## src/rtl/pipe_pkg.sv

```systemverilog
// Shared types and constants for the valid/ready pipeline stage register.
package pipe_pkg;

    typedef enum logic [1:0] {
        PS_EMPTY = 2'b00,
        PS_FULL  = 2'b01,
        PS_SKID  = 2'b10
    } pipe_state_t;

    // A cleared stage field reads as a MIPS NOP.
    localparam logic [31:0] PIPE_NOP = 32'h0000_0000;

endpackage

```

## src/rtl/pipe_sat_counter.sv

```systemverilog
// Saturating event counter with synchronous clear.
// Latency: count visible the cycle after the increment edge.
// Backpressure: none; holds at all-ones instead of wrapping.
module pipe_sat_counter #(
    parameter int CNT_W = 32
) (
    input  logic             clk,
    input  logic             clr,
    input  logic             inc,
    output logic [CNT_W-1:0] cnt
);

    always_ff @(posedge clk) begin
        if (clr) begin
            cnt <= '0;
        end else if (inc && (cnt != {CNT_W{1'b1}})) begin
            cnt <= cnt + 1'b1;
        end
    end

endmodule

```

## src/rtl/pipe_stage_buf.sv

```systemverilog
// Valid/ready pipeline stage register with one-entry skid buffer; PIPE_STAGE_STATS_EN adds stall/bubble counters.
// Latency: 1 cycle in to out; full throughput while out_ready stays high.
// Backpressure: absorbs one extra beat in the skid register, then drops in_ready.
module pipe_stage_buf
    import pipe_pkg::*;
#(
    parameter int DATA_W = 224,
    parameter int CNT_W  = 32
) (
    input  logic              clk,
    input  logic              reset,
    input  logic              flush,
    input  logic              in_valid,
    output logic              in_ready,
    input  logic [DATA_W-1:0] in_data,
    output logic              out_valid,
    input  logic              out_ready,
    output logic [DATA_W-1:0] out_data
`ifdef PIPE_STAGE_STATS_EN
    ,
    output logic [CNT_W-1:0]  stall_cnt,
    output logic [CNT_W-1:0]  bubble_cnt
`endif
);

    localparam int NOP_WORDS = (DATA_W + 31) / 32;
    localparam logic [NOP_WORDS*32-1:0] NOP_FILL = {NOP_WORDS{PIPE_NOP}};
    localparam logic [DATA_W-1:0] CLR_DAT = NOP_FILL[DATA_W-1:0];

    logic [1:0]        state_q;
    logic [DATA_W-1:0] main_q;
    logic [DATA_W-1:0] skid_q;
    logic              in_xfer;
    logic              out_xfer;

    // The unused encoding 2'b11 behaves exactly like EMPTY.
    assign out_valid = (state_q == PS_FULL) || (state_q == PS_SKID);
    assign in_ready  = (state_q != PS_SKID);
    assign out_data  = main_q;

    assign in_xfer  = in_valid && in_ready;
    assign out_xfer = out_valid && out_ready;

    always_ff @(posedge clk) begin
        if (reset || flush) begin
            state_q <= PS_EMPTY;
            main_q  <= CLR_DAT;
            skid_q  <= CLR_DAT;
        end else begin
            case (state_q)
                PS_FULL: begin
                    if (in_xfer && out_xfer) begin
                        main_q <= in_data;
                    end else if (out_xfer) begin
                        main_q  <= CLR_DAT;
                        state_q <= PS_EMPTY;
                    end else if (in_xfer) begin
                        skid_q  <= in_data;
                        state_q <= PS_SKID;
                    end
                end
                PS_SKID: begin
                    if (out_xfer) begin
                        main_q  <= skid_q;
                        skid_q  <= CLR_DAT;
                        state_q <= PS_FULL;
                    end
                end
                default: begin
                    if (in_xfer) begin
                        main_q  <= in_data;
                        state_q <= PS_FULL;
                    end else begin
                        state_q <= PS_EMPTY;
                    end
                end
            endcase
        end
    end

`ifdef PIPE_STAGE_STATS_EN
    // Counters survive flush; only reset clears them.
    pipe_sat_counter #(.CNT_W(CNT_W)) u_stall_cnt (
        .clk (clk),
        .clr (reset),
        .inc (out_valid && !out_ready),
        .cnt (stall_cnt)
    );

    pipe_sat_counter #(.CNT_W(CNT_W)) u_bubble_cnt (
        .clk (clk),
        .clr (reset),
        .inc (!out_valid && out_ready),
        .cnt (bubble_cnt)
    );
`endif

endmodule

```

## config.mk

```make
export PLATFORM = sky130hd
export DESIGN_NAME = pipe_stage_buf
export DESIGN_NICKNAME = d
export VERILOG_FILES = /design/src/rtl/pipe_pkg.sv /design/src/rtl/pipe_sat_counter.sv /design/src/rtl/pipe_stage_buf.sv
export SDC_FILE = /design/constraint.sdc
export NUM_CORES = 1
export LEC_CHECK = 0
export CORE_ASPECT_RATIO = 0.9
export CORE_MARGIN = 1
export CORE_UTILIZATION = 30
export CTS_BUF_LIST = sky130_fd_sc_hd__clkbuf_4 sky130_fd_sc_hd__clkbuf_8
export DETAILED_ROUTE_END_ITERATION = 10
export HOLD_SLACK_MARGIN = 0.12
export SETUP_SLACK_MARGIN = 0.15
export SKIP_CTS_REPAIR_TIMING = 1
export SLEW_MARGIN = 10
export SYNTH_ARGS = -nofsm -noshare
export SYNTH_HDL_FRONTEND = slang
export SYNTH_SLANG_ARGS = --single-unit
```

## constraint.sdc

```tcl
create_clock -name clk -period 2.94 [get_ports clk]
set_input_delay 0.588 -clock clk [delete_from_list [all_inputs] [get_ports clk]]
set_output_delay 0.588 -clock clk [all_outputs]
set_load 0.02 [all_outputs]
```

==> results.md <==
- Vias: 21206
- Synthesis-to-layout area growth: 37.4%
- Int Pwr: 10900 uW
- Share of layout cells above drive strength 1: between 10% and 20%
- Worst Setup Start Kind: flip-flop
- Worst Setup SP: state_q[0]
- Crit-path cells: inv_1 > ha_4 > inv_1 > clkdlybuf4s50_1
- Top delay family on crit path: buffers and inverters
- First-pass GRT wire length: 120000 microns
- DRT Pass-1 Iters: 6
- CP Class: flip-flop to output port
- HP Start: skid_q[70]
- Final min period: 2.66 ns
- Final core utilization: 42.0%
- Max cap viols: 0
- Status: complete, no violations
- Grt total ovfl: 0
- Worst VDD drop: between 0.0002 and 0.0003 V
- RSZ-0062 raised after global routing: no
- Distinct cell type count after synthesis: 31
- Period utilization: 90.4%
- WHS: around 0.46 ns
- Max Fclk: 376 MHz
- Power Dens Cells: around 530 mW/mm^2
- Final antenna-violating net count: 0
- Setup TNS: 0 ns
- Crit path buf inv count: 3
- Finish-stage setup viols: 0
- Die ar.: 0.0685 sq mm
- Synth top area cells: dfxtp_1 45%, a221oi_2 12%, nand3_1 11%
- Post-synth ARST share: 0%
- Clock buffer count from CTS: 79
- Root buffer cell: clkbuf_8
- Worst-path clk slew: 0.06 ns
- Tot Pwr: 14900 uW
- Worst path required time: 2.35 ns
- Final Hold Viols: 0
- Crit path max fanout: 6
- All-Layer GR Usage: between 20 and 25%
- Worst Hold Class: flip-flop to flip-flop
- # rows: 89
- CP Capture Point: out_valid
- DR WL/cell: 21.8 microns
- H-tree Lvls: 3
- Number of remaining DRC errors: 0
- Synthesized cell area: between 0.02 and 0.025 sq mm
- Cell count after synthesis: 2370
- Critical R2R Launch: state_q[0]
- Latest clock arrival within the worst-skew pair: about 0.67 ns
- Vias in the first global route: between 20000 and 25000
- Most frequent cell after synthesis: dfxtp_1
- TritonCTS clock tree: built
- Setup Skew: 0.0313 ns
- Share of the synthesized area in the top cell type: 44.5%
- Slew Limit Headroom: ~22%
- R2r worst-path depth: 5
- Initial DRC count: 2229
- IO Pins: between 400 and 500
- Final layout net count: roughly 2900
- NetSw: 3980 uW
- Die Y: 248 microns
- Port bufs: 454
- Reg2reg end: out_data[32]
- Cell depth of the worst setup path: 4
- Clock network power share: 43.5%
- CP max stage cell: clkdlybuf4s50_1
- Register bit count reported by yosys: 450
- Detailed Place HPWL: around 47000 microns
- Longest Clk Path Bufs: 3
- Sw frac: a little over a quarter
- Crit end category: output port
- Clk sinks: 450
- Final WL: 78600 microns
- Fillcell total: around 6400
- Antenna violations before repair: 5
- Largest stage delay on the critical path: 0.61 ns
- Largest net degree at the start of global routing: ~130
- Post-synth EDFFs: 0
- Seq/Total Area, Yosys: between 40% and 50%
- Ys Warns: 0
- Starting density of the core: 30.6%
- Final Max Tran Viols: 0
- Vias per inst: roughly 5.9
- Most common cell on crit path: inv_1
- Main synth FF type: dfxtp_1
- Die span in x: 276 microns
- Syn avg cell area: between 8 and 9 sq um
- Post-synth top area cell: dfxtp_1
- Arr. time, crit path: approximately 2.1 ns
- Most frequent cells after synthesis: 450 x dfxtp_1, 448 x nand3_1, 248 x clkbuf_1
- Seq pwr share: a little over two fifths
- Logic gate share of total power: 13.6%
- Leakage: about 0.0089 uW
- Worst-Margin Slew: 1.16 ns
- R2R Setup Slk: 0.46 ns
- Core Area: 0.0661 sq mm
- Syn Nets: 2601
- Final GP Congestion: 0.810
-- layer usage --
layer,vias up,global-route usage (%),share of wire (%)
li1,9586,-,-
met1,10435,28.9,42
met2,1041,35.4,48
met3,138,4.15,7.8
met4,6,7.32,2.5
met5,-,0,0.053
-- area by class of cell --
cell class	instances	area [sq um]	area share [%]
clock inverters	13	143	0.513
clock buffers	128	1630	5.86
flip-flops and latches	450	9010	32.4
multi-input cells	1591	9940	35.8
well taps	864	1080	3.89
inverters	4	20.0	0.0720
diodes	2	5.00	0.0180
repair buffers	559	5970	21.5
-- sequential cells by signal (all words and copies together) (netlist names) --
name and flops:
skid_q 224, state_q 2, out_data 224
-- power by group through the flow --
stage	Combinational, uW	Clock (uW)	Sequential, uW
2_1_floorplan	859	0	6660
6_report	2020	6460	6390
5_1_grt	2140	6870	6400
3_5_place_dp	2010	0	6510
3_3_place_gp	1970	0	6520
4_1_cts	2010	6590	6380
-- kinds of logic (layout without fill, tap and decap cells) --
kind of cell | count (synthesis) | in the layout | share of synthesized area [%]
AO/OA/AOI/OAI | 900 | 900 | 32.8
flip-flops | 450 | 450 | 44.5
other | 0 | 2 | 0
AND/OR/NAND/NOR | 686 | 686 | 15.8
adder cells (fa/ha/maj) | 2 | 2 | 0.124
buffers and inverters | 329 | 704 | 6.67
XOR/XNOR | 2 | 2 | 0.0866
multiplexers | 1 | 1 | 0.0680
-- cell usage in the layout, fill, tap and decap left out, types with 2 or more instances in the layout --
| master | synthesis | layout |
|---|---|---|
| clkdlybuf4s50_1 | 0 | 454 |
| dfxtp_1 | 450 | 450 |
| nand3_1 | 448 | 448 |
| nor2_1 | 226 | 226 |
| o21ai_0 | 225 | 225 |
| o22ai_1 | 224 | 224 |
| a21oi_1 | 224 | 224 |
| a221oi_2 | 160 | 160 |
| clkbuf_8 | 0 | 107 |
| a221oi_1 | 64 | 64 |
| buf_4 | 9 | 54 |
| buf_12 | 0 | 51 |
| clkbuf_4 | 0 | 21 |
| clkinv_2 | 0 | 6 |
| inv_1 | 3 | 3 |
| inv_6 | 0 | 3 |
| diode_2 | 0 | 2 |
| or2_4 | 0 | 2 |
| nor2b_1 | 2 | 2 |
| xnor2_1 | 2 | 2 |
| nand4bb_4 | 0 | 2 |
| bufinv_16 | 0 | 2 |
-- how the worst min path moves through the flow --
| stage | depth (start not counted) | slack, ns | to |
|---|---|---|---|
| 2_1_floorplan | 2 | 0.44 | skid_q[0] |
| 4_1_cts | 3 | 0.45 | skid_q[29] |
| 3_5_place_dp | 2 | 0.46 | skid_q[220] |
| 3_3_place_gp | 2 | 0.45 | skid_q[166] |
| 5_1_grt | 3 | 0.48 | skid_q[28] |
| 6_report | 2 | 0.46 | skid_q[70] |
-- worst min-delay path: stages (launching register included) --
cell,delay (ns)
dfxtp_1,0.31
nand3_1,0.06
a21oi_1,0.05
-- stage by stage --
step | worst slack (ns) | instance area [sq um] | instances
global route | 0.152 | 27800 | 3611
detailed placement | 0.163 | 26000 | 3468
finish | 0.282 | 27800 | 3611
global placement | 0.203 | 26000 | 3468
floorplan | 0.997 | 20200 | 2370
CTS | 0.200 | 27800 | 3609
Note: power is estimated with default switching activity, not from simulation.
